<file path="config.mk">
export PLATFORM = sky130hd
export DESIGN_NAME = execute_stage
export DESIGN_NICKNAME = d
export VERILOG_FILES = /design/src/rtl/execute_stage_pkg.sv /design/src/rtl/execute_alu.sv /design/src/rtl/execute_stage.sv
export SDC_FILE = /design/constraint.sdc
export NUM_CORES = 1
export LEC_CHECK = 0
export BUFFER_PORTS_ARGS = -buffer_cell sky130_fd_sc_hd__buf_4
export CORE_ASPECT_RATIO = 0.6
export CORE_MARGIN = 4
export CORE_UTILIZATION = 57
export CTS_CLUSTER_SIZE = 30
export DETAILED_ROUTE_END_ITERATION = 16
export GPL_ROUTABILITY_DRIVEN = 0
export HOLD_SLACK_MARGIN = 0.15
export PLACE_DENSITY = 0.85
export SYNTH_ARGS = -nofsm -noshare
export SYNTH_HDL_FRONTEND = slang
export SYNTH_SLANG_ARGS = --single-unit
</file>
<file path="constraint.sdc">
create_clock -name clk -period 9.2 [get_ports clk]
set_input_delay 0.92 -clock clk [delete_from_list [all_inputs] [get_ports clk]]
set_output_delay 0.92 -clock clk [all_outputs]
set_load 0.02 [all_outputs]
</file>
<file path="src/rtl/execute_stage_pkg.sv">
// Shared types and constants for the execute slice: ALU opcodes, forward selects,
// control-word field positions and the datapath width.
package execute_stage_pkg;

    localparam int unsigned DATA_W = 16;
    localparam int unsigned REG_W  = 4;

    localparam int unsigned CW_WRE    = 15;
    localparam int unsigned CW_WME    = 14;
    localparam int unsigned CW_WB_HI  = 13;
    localparam int unsigned CW_WB_LO  = 12;
    localparam int unsigned CW_OP_HI  = 11;
    localparam int unsigned CW_OP_LO  = 8;

    typedef enum logic [3:0] {
        ALU_ADD    = 4'h0,
        ALU_SUB    = 4'h1,
        ALU_AND    = 4'h2,
        ALU_OR     = 4'h3,
        ALU_XOR    = 4'h4,
        ALU_SLL    = 4'h5,
        ALU_SRL    = 4'h6,
        ALU_SRA    = 4'h7,
        ALU_SLT    = 4'h8,
        ALU_SLTU   = 4'h9,
        ALU_MUL    = 4'hA,
        ALU_PASSA  = 4'hB,
        ALU_PASSB  = 4'hC,
        ALU_NOTA   = 4'hD,
        ALU_RSVD_E = 4'hE,
        ALU_RSVD_F = 4'hF
    } aluop_e;

    typedef enum logic [1:0] {
        FWD_REG     = 2'b00,
        FWD_WB      = 2'b01,
        FWD_MEM     = 2'b10,
        FWD_REG_ALT = 2'b11
    } fwd_sel_e;

endpackage

</file>
<file path="src/rtl/execute_alu.sv">
// Combinational 16-bit ALU; results are truncated to the datapath width, no flags.
module execute_alu
    import execute_stage_pkg::*;
(
    input  logic [REG_W-1:0]  alu_op_i,
    input  logic [DATA_W-1:0] a_i,
    input  logic [DATA_W-1:0] b_i,
    output logic [DATA_W-1:0] result_o
);

    logic [3:0] shamt;
    assign shamt = b_i[3:0];

    always_comb begin
        result_o = '0;
        case (aluop_e'(alu_op_i))
            ALU_ADD:   result_o = a_i + b_i;
            ALU_SUB:   result_o = a_i - b_i;
            ALU_AND:   result_o = a_i & b_i;
            ALU_OR:    result_o = a_i | b_i;
            ALU_XOR:   result_o = a_i ^ b_i;
            ALU_SLL:   result_o = a_i << shamt;
            ALU_SRL:   result_o = a_i >> shamt;
            ALU_SRA:   result_o = $signed(a_i) >>> shamt;
            ALU_SLT:   result_o = {15'b0, $signed(a_i) < $signed(b_i)};
            ALU_SLTU:  result_o = {15'b0, a_i < b_i};
            ALU_MUL:   result_o = a_i * b_i;
            ALU_PASSA: result_o = a_i;
            ALU_PASSB: result_o = b_i;
            ALU_NOTA:  result_o = ~a_i;
            default:   result_o = '0;
        endcase
    end

endmodule

</file>
<file path="src/rtl/execute_stage.sv">
// Execute slice: ID/EX register, operand forwarding, ALU and EX/MEM register.
// Forwarding muxes are built only when EXECUTE_STAGE_FORWARDING_EN is defined.
module execute_stage
    import execute_stage_pkg::*;
(
    input  logic              clk,
    input  logic              reset,
    input  logic [DATA_W-1:0] nop_mux_output_in,
    input  logic [DATA_W-1:0] srcA_in,
    input  logic [DATA_W-1:0] srcB_in,
    input  logic [REG_W-1:0]  rs1_decode,
    input  logic [REG_W-1:0]  rs2_decode,
    input  logic [REG_W-1:0]  rd_decode,
    input  logic [1:0]        select_forward_mux_A,
    input  logic [1:0]        select_forward_mux_B,
    input  logic [DATA_W-1:0] writeback_data,
    output logic              wre_execute,
    output logic              write_memory_enable_execute,
    output logic [1:0]        select_writeback_data_mux_execute,
    output logic [REG_W-1:0]  aluOp_execute,
    output logic [DATA_W-1:0] srcA_execute,
    output logic [DATA_W-1:0] srcB_execute,
    output logic [REG_W-1:0]  rs1_execute,
    output logic [REG_W-1:0]  rs2_execute,
    output logic [REG_W-1:0]  rd_execute,
    output logic [DATA_W-1:0] alu_result_execute,
    output logic              wre_memory,
    output logic              write_memory_enable_memory,
    output logic [1:0]        select_writeback_data_mux_memory,
    output logic [DATA_W-1:0] alu_result_memory,
    output logic [DATA_W-1:0] srcA_memory,
    output logic [DATA_W-1:0] srcB_memory,
    output logic [REG_W-1:0]  rd_memory
);

    logic              wre_ex_q, wme_ex_q;
    logic [1:0]        wb_ex_q;
    logic [REG_W-1:0]  op_ex_q, rs1_ex_q, rs2_ex_q, rd_ex_q;
    logic [DATA_W-1:0] a_ex_q, b_ex_q;

    logic              wre_mem_q, wme_mem_q;
    logic [1:0]        wb_mem_q;
    logic [REG_W-1:0]  rd_mem_q;
    logic [DATA_W-1:0] res_mem_q, a_mem_q, b_mem_q;

    logic [DATA_W-1:0] op_a, op_b, alu_res;

    logic unused_cw_reserved;
    assign unused_cw_reserved = ^nop_mux_output_in[CW_OP_LO-1:0];

`ifdef EXECUTE_STAGE_FORWARDING_EN
    always_comb begin
        op_a = a_ex_q;
        op_b = b_ex_q;
        case (fwd_sel_e'(select_forward_mux_A))
            FWD_WB:  op_a = writeback_data;
            FWD_MEM: op_a = res_mem_q;
            default: op_a = a_ex_q;
        endcase
        case (fwd_sel_e'(select_forward_mux_B))
            FWD_WB:  op_b = writeback_data;
            FWD_MEM: op_b = res_mem_q;
            default: op_b = b_ex_q;
        endcase
    end
`else
    assign op_a = a_ex_q;
    assign op_b = b_ex_q;

    logic unused_fwd_inputs;
    assign unused_fwd_inputs = ^{select_forward_mux_A, select_forward_mux_B, writeback_data};
`endif

    execute_alu u_alu (
        .alu_op_i (op_ex_q),
        .a_i      (op_a),
        .b_i      (op_b),
        .result_o (alu_res)
    );

    always_ff @(posedge clk or negedge reset) begin
        if (!reset) begin
            wre_ex_q <= 1'b0;
            wme_ex_q <= 1'b0;
            wb_ex_q  <= '0;
            op_ex_q  <= '0;
            a_ex_q   <= '0;
            b_ex_q   <= '0;
            rs1_ex_q <= '0;
            rs2_ex_q <= '0;
            rd_ex_q  <= '0;
        end else begin
            wre_ex_q <= nop_mux_output_in[CW_WRE];
            wme_ex_q <= nop_mux_output_in[CW_WME];
            wb_ex_q  <= nop_mux_output_in[CW_WB_HI:CW_WB_LO];
            op_ex_q  <= nop_mux_output_in[CW_OP_HI:CW_OP_LO];
            a_ex_q   <= srcA_in;
            b_ex_q   <= srcB_in;
            rs1_ex_q <= rs1_decode;
            rs2_ex_q <= rs2_decode;
            rd_ex_q  <= rd_decode;
        end
    end

    // Memory stage sees the forwarded operands: A is the address, B the store data.
    always_ff @(posedge clk or negedge reset) begin
        if (!reset) begin
            wre_mem_q <= 1'b0;
            wme_mem_q <= 1'b0;
            wb_mem_q  <= '0;
            rd_mem_q  <= '0;
            res_mem_q <= '0;
            a_mem_q   <= '0;
            b_mem_q   <= '0;
        end else begin
            wre_mem_q <= wre_ex_q;
            wme_mem_q <= wme_ex_q;
            wb_mem_q  <= wb_ex_q;
            rd_mem_q  <= rd_ex_q;
            res_mem_q <= alu_res;
            a_mem_q   <= op_a;
            b_mem_q   <= op_b;
        end
    end

    assign wre_execute                       = wre_ex_q;
    assign write_memory_enable_execute       = wme_ex_q;
    assign select_writeback_data_mux_execute = wb_ex_q;
    assign aluOp_execute                     = op_ex_q;
    assign srcA_execute                      = a_ex_q;
    assign srcB_execute                      = b_ex_q;
    assign rs1_execute                       = rs1_ex_q;
    assign rs2_execute                       = rs2_ex_q;
    assign rd_execute                        = rd_ex_q;
    assign alu_result_execute                = alu_res;
    assign wre_memory                        = wre_mem_q;
    assign write_memory_enable_memory        = wme_mem_q;
    assign select_writeback_data_mux_memory  = wb_mem_q;
    assign alu_result_memory                 = res_mem_q;
    assign srcA_memory                       = a_mem_q;
    assign srcB_memory                       = b_mem_q;
    assign rd_memory                         = rd_mem_q;

endmodule

</file>
==> results.yml, run 1 <==
critical_path:
  r2r-end: "alu_result_memory[14]"
  crit_required_ns: 8.28
  worstPathArrival_ns: 7.22
  path_buf_inv: 5
  worstSetupPathDepth: 20
  cp-end-kind: "output pin"
  start_kind: "flop"
  slowest_delay_ns: 0.69
  crit_family: "adder cells"
  critical_path.max_fanout: 44
  r2r_slack_ns: 2.41
  path_cells: "buf_4, clkinv_1, nor2_1, fa_1, fa_1, ha_1, fa_1, inv_1, fa_1, fa_1, inv_1, ha_1, a2111oi_0, o21bai_1, a31oi_1, o2bb2ai_1, xnor2_1, a211oi_1, o221ai_1, buf_4"
  r2r_start: "srcB_execute[2]"
  critPathKind: "reg -> out"
  timing.critical_path.mode_cell: "fa_1"
  reg2regPathDepth: 19
  slowest_stage: "clkinv_1"
yosys:
  yosysTopAreaCellShare: 0.266
  synth_area_leaders: "dfrtp_1 (27%), fa_1 (16%), ha_1 (12%), inv_1 (5.4%), nor2_1 (4.8%)"
  syn_avg_cell_area_um2: 8.71
  synth_flop_cell: "dfrtp_1"
  synth-edff-count: 0
  ys_seq_area_frac: 0.266
  synth_cell_types: 59
  yosys.area.top_type: "dfrtp_1"
  yosys_warnings: 0
  synth.most_common_cell: "inv_1"
  async_flop_share: 1.00
  syn_area_um2: 10200
  ys_top_cells_by_count: "inv_1 (147), nor2_1 (129), nand2_1 (126), dfrtp_1 (108), ha_1 (100)"
  synth_seq_cells: 108
  syn-num-nets: 1430
  netlist_instances: 1167
run_status:
  status: "finished clean"
floorplan:
  ios: 206
  start_util: 0.587
  die_h_um: 111
  core_um2: 17300
  rows: 37
  die_x_um: 180
  die_area_um2: 20100
timing:
  final.setup.tns_ns: 0
  rsz0062_at_grt: "no"
  fin_crit_sh: 0.884
  fin_crit_ns: 8.14
  relSlewSlack: 0.132
  hold_violations: 0
  setup_violations: 0
  holdWs_ns: 0.379
  clock-skew-final_ns: 0.0123
  fmax_mhz: 123
  slew_violations: 0
  tightest_slew_ns: 1.30
drt:
  viasPerCell: 6.19
  drt-wirelength-per-cell_um: 21.3
  drt-initial-drc-count: 1660
  ant_nets: 0
  vias: 9570
  wl_um: 32900
  drt_first_pass_iters: 8
  drc: 0
cts:
  cts_hold_buf: 0
  path_clk_slew_ns: 0.08
  ctsResizeCount: 0
  post_cts_buffers: 0
  clock_path_buffers: 2
  htree_levels: 3
  clock_latency_ns: 0.38
  numCtsBuffers: 9
  ctsRootBufferMaster: "clkbuf_16"
  cts_sinks: 108
  cts_tree: "yes"
global_route:
  gr-usage-met1: 0.461
  grt_pass1_vias: 9437
  antenna_found_initial: 0
  grtUsageMet2: 0.448
  use_met3: 0.161
  grt_max_degree: 73
  grt_use_total: 0.329
  grt_pass1_wl_um: 52400
  grt-busiest-layer: "met1"
  overflow: 0
final_layout:
  drive_above_1_share: 0.169
  antenna_cells: 0
  area_delta_synth_final_pct: 17.8
  fin_nets: 1570
  stdcell_area_um2: 12000
power:
  cellPowerDensity_nw_per_um2: 227
  ir_worst_vdd_v: 0.000232
  leakage_nw: 5.87
placed_design:
  postPlaceCellArea_um2: 11700
  io_buffers: 177
  dp_hpwl_um: 24700
min_path:
  holdPathEnd: "rd_memory[2]"
  hp-start: "rd_execute[2]"
  worstHoldPathCells: 0
  hold_path.class: "reg -> reg"
run:
  cap_violations: 0
-- cell usage in the layout (no fill, tap or decap), types with 4 or more instances in the layout --
cell / instances
a211oi_1: 16
a21o_1: 10
a21oi_1: 63
a221o_1: 5
a221oi_1: 8
a22oi_1: 7
a31oi_1: 8
buf_4: 192
clkbuf_16: 9
clkinv_1: 4
dfrtp_1: 108
fa_1: 81
ha_1: 100
inv_1: 147
inv_2: 5
mux2i_1: 13
nand2_1: 126
nand2b_1: 16
nand3_1: 12
nand4_1: 6
nor2_1: 129
nor2b_1: 7
nor3_1: 25
o2111ai_1: 6
o211ai_1: 9
o21a_1: 8
o21ai_0: 38
o21ai_1: 26
o21bai_1: 5
o221ai_1: 5
o22ai_1: 4
o311ai_1: 4
o31ai_1: 5
xnor2_1: 45
xor2_1: 12
-- power by group --
group | internal, W | switching [W]
Combinational | 0.000709 | 0.00105
Sequential | 0.000511 | 0.0000404
Clock | 0.000199 | 0.000208
Total | 0.00142 | 0.00129
-- through the flow --
step	util	total power [W]	setup WS, ns	cells
2_1_floorplan	-	0.00172	2.20	1167
3_3_place_gp	0.673	0.00222	1.69	1530
3_5_place_dp	0.673	0.00227	1.61	1530
4_1_cts	0.692	0.00268	1.22	1546
5_1_grt	0.692	0.00289	0.785	1546
6_report	0.692	0.00271	1.06	1546
-- worst max-delay path by stage --
stage	from	to	slack, ns
detailed placement	srcB_execute[2]	alu_result_execute[14]	1.61
finish	srcB_execute[2]	alu_result_execute[14]	1.06
CTS	srcB_execute[2]	alu_result_execute[14]	1.22
floorplan	srcB_execute[1]	alu_result_execute[14]	2.20
global placement	srcB_execute[2]	alu_result_execute[14]	1.69
global route	srcB_execute[2]	alu_result_execute[14]	0.79
-- routing by layer --
layer / routed length (µm) / part of all wire / up-vias
met5: 0 / 0 / -
met4: 1390 / 0.042 / 0
met3: 5860 / 0.18 / 173
met2: 12900 / 0.39 / 836
met1: 12800 / 0.39 / 4416
li1: - / - / 4145
-- cell type report --
type                    count  area (µm²)
clock inverters             7        96.3
inverters                 156         586
well taps                 234         293
multi-input cells         840        6630
clock buffers               9         225
flip-flops and latches    108        2700
repair buffers            192        1440
fillers                  1375        5340
-- sequential cells by signal, indices dropped and copies added, names as in the netlist --
register	cells
aluOp_execute	4
alu_result_memory	16
rd_execute	4
rd_memory	4
rs1_execute	4
rs2_execute	4
select_writeback_data_mux_execute	2
select_writeback_data_mux_memory	2
srcA_execute	16
srcA_memory	16
srcB_execute	16
srcB_memory	16
wre_execute	1
wre_memory	1
write_memory_enable_execute	1
write_memory_enable_memory	1
-- kinds of logic (layout without fill, tap and decap cells) --
group,Yosys count,count (layout),synth area share
xor gates and xnor gates,57,57,0.0491
muxes,18,18,0.0217
adders and majority gates,181,181,0.283
and+or+nand+nor,338,338,0.142
buffers and inverters,219,364,0.0819
AOI/OAI and AO/OA,246,246,0.157
DFF,108,108,0.266
(Power assumes the default switching activity.)
==> run 2: changes to the inputs <==
--- a/config.mk
+++ b/config.mk
@@ -14,6 +14,7 @@
 export GPL_ROUTABILITY_DRIVEN = 0
 export HOLD_SLACK_MARGIN = 0.15
 export PLACE_DENSITY = 0.85
+export RECOVER_POWER = 50
 export SYNTH_ARGS = -nofsm -noshare
 export SYNTH_HDL_FRONTEND = slang
 export SYNTH_SLANG_ARGS = --single-unit
==> results.yml, run 2 (synthesized netlist as in run 1, its figures left out) <==
run_status:
  status: "finished with violations"
  violations: "capacitance limit, slew limit"
floorplan:
  core_um2: 17300
  die_h_um: 111
  die_area_um2: 20100
  rows: 37
  start_util: 0.587
  ios: 206
  die_x_um: 180
critical_path:
  start_kind: "flop"
  critPathKind: "reg -> out"
  critical_path.max_fanout: 15
  r2r_start: "srcA_execute[1]"
  reg2regPathDepth: 20
  r2r_slack_ns: 2.23
  worstPathArrival_ns: 7.39
  cp-end-kind: "output pin"
  r2r-end: "alu_result_memory[14]"
  crit_required_ns: 8.28
drt:
  wl_um: 32900
  drt-initial-drc-count: 1784
  vias: 9466
  viasPerCell: 6.12
  drt_first_pass_iters: 9
  ant_nets: 0
  drc: 0
  drt-wirelength-per-cell_um: 21.3
final_layout:
  nFillCells: 1422
  drive_above_1_share: 0.133
  final_cell_mix: "inv_1 (147), nor2_1 (129), nand2_1 (126)"
  area_delta_synth_final_pct: 16.0
  layout_commonest_cell: "inv_1"
  fin_nets: 1570
  antenna_cells: 0
cts:
  ctsRootBufferMaster: "clkbuf_16"
  cts_sinks: 108
  clock_latency_ns: 0.37
  clock_path_buffers: 2
  cts_hold_buf: 0
  numCtsBuffers: 9
  path_clk_slew_ns: 0.08
  htree_levels: 3
  cts_tree: "yes"
  ctsResizeCount: 0
  post_cts_buffers: 0
global_route:
  grt_pass1_wl_um: 52400
  overflow: 0
  grt_use_total: 0.329
  grt_pass1_vias: 9437
  antenna_found_initial: 0
  grt_max_degree: 73
timing:
  tightest_slew_ns: 2.21
  rsz0062_at_grt: "no"
  final.setup.tns_ns: 0
  hold_violations: 0
  slew_violations: 123
  clock-skew-final_ns: 0.0125
  fin_crit_sh: 0.903
  fin_crit_ns: 8.31
  setup_slack_ns: 0.891
  relSlewSlack: -0.476
  fmax_mhz: 120
  setup_violations: 0
min_path:
  hp-start: "rd_execute[2]"
  hold_path.class: "reg -> reg"
  holdPathEnd: "rd_memory[2]"
  worstHoldPathCells: 0
placed_design:
  io_buffers: 177
  place_ws_ns: 1.61
  dp_hpwl_um: 24700
run:
  cap_violations: 3
power:
  internal_power_w: 0.00140
  p_comb_frac: 0.644
  pwr-share-seq: 0.205
  leakage_nw: 5.68
  p_switching_w: 0.00128
  clockPowerShare: 0.151
  ir_worst_vdd_v: 0.000229
  swShare: 0.478
  cellPowerDensity_nw_per_um2: 228
[run 2: area by class of cell]
type / instances / area [µm²] / share of cell area
clock buffer: 9 / 225 / 0.0191
timing repair buffer: 192 / 1260 / 0.107
inverter: 156 / 586 / 0.0496
sequential: 108 / 2700 / 0.229
tap: 234 / 293 / 0.0248
multi-input combinational: 840 / 6630 / 0.562
clock inverter: 7 / 96.3 / 0.00817
[run 2: through the flow]
stage / instance area [µm²] / instances / power, W / util / hold slack, ns
final: 11800 / 1546 / 0.00268 / 0.681 / 0.379
after global routing: 11800 / 1546 / 0.00287 / 0.681 / 0.398
after floorplan: 10200 / 1167 / 0.00172 / - / 0.494
after global placement: 11700 / 1530 / 0.00222 / 0.673 / 0.359
after detailed placement: 11700 / 1530 / 0.00227 / 0.673 / 0.360
after CTS: 12000 / 1546 / 0.00268 / 0.692 / 0.380
[run 2: how the worst max path moves through the flow]
stage	from	endpoint	slack, ns	cells past startpoint
global route	srcB_execute[3]	alu_result_execute[15]	0.51	23
floorplan	srcB_execute[1]	alu_result_execute[14]	2.20	22
finish	srcA_execute[1]	alu_result_execute[14]	0.89	21
global placement	srcB_execute[2]	alu_result_execute[14]	1.69	20
CTS	srcB_execute[2]	alu_result_execute[14]	1.22	20
detailed placement	srcB_execute[2]	alu_result_execute[14]	1.61	20
[run 2: power groups by stage]
stage / combinational [W] / sequential (W) / clock, W
3_3_place_gp: 0.00166 / 0.000557 / 0
6_report: 0.00173 / 0.000551 / 0.000405
3_5_place_dp: 0.00171 / 0.000559 / 0
2_1_floorplan: 0.00113 / 0.000591 / 0
5_1_grt: 0.00189 / 0.000555 / 0.000432
4_1_cts: 0.00173 / 0.000549 / 0.000410
[run 2: worst max-delay path, cell delays in order, from the launching register on]
cell and delay, ns:
dfrtp_1 0.33, clkbuf_1 0.92, clkinv_1 0.36, buf_4 0.30, nor2_1 0.13, fa_1 0.45, fa_1 0.44, ha_1 0.21
fa_1 0.48, inv_1 0.05, fa_1 0.48, fa_1 0.49, inv_1 0.04, ha_1 0.21, a2111oi_0 0.51, o21bai_1 0.22
a31oi_1 0.34, o2bb2ai_1 0.18, xnor2_1 0.18, a211oi_1 0.29, o221ai_1 0.19, buf_4 0.20
[run 2: per-layer routing]
layer	share of wire	up-vias	global-route usage
met2	0.39	776	0.448
met4	0.038	0	0.107
li1	-	4140	-
met5	0	-	0
met1	0.39	4408	0.461
met3	0.18	142	0.161
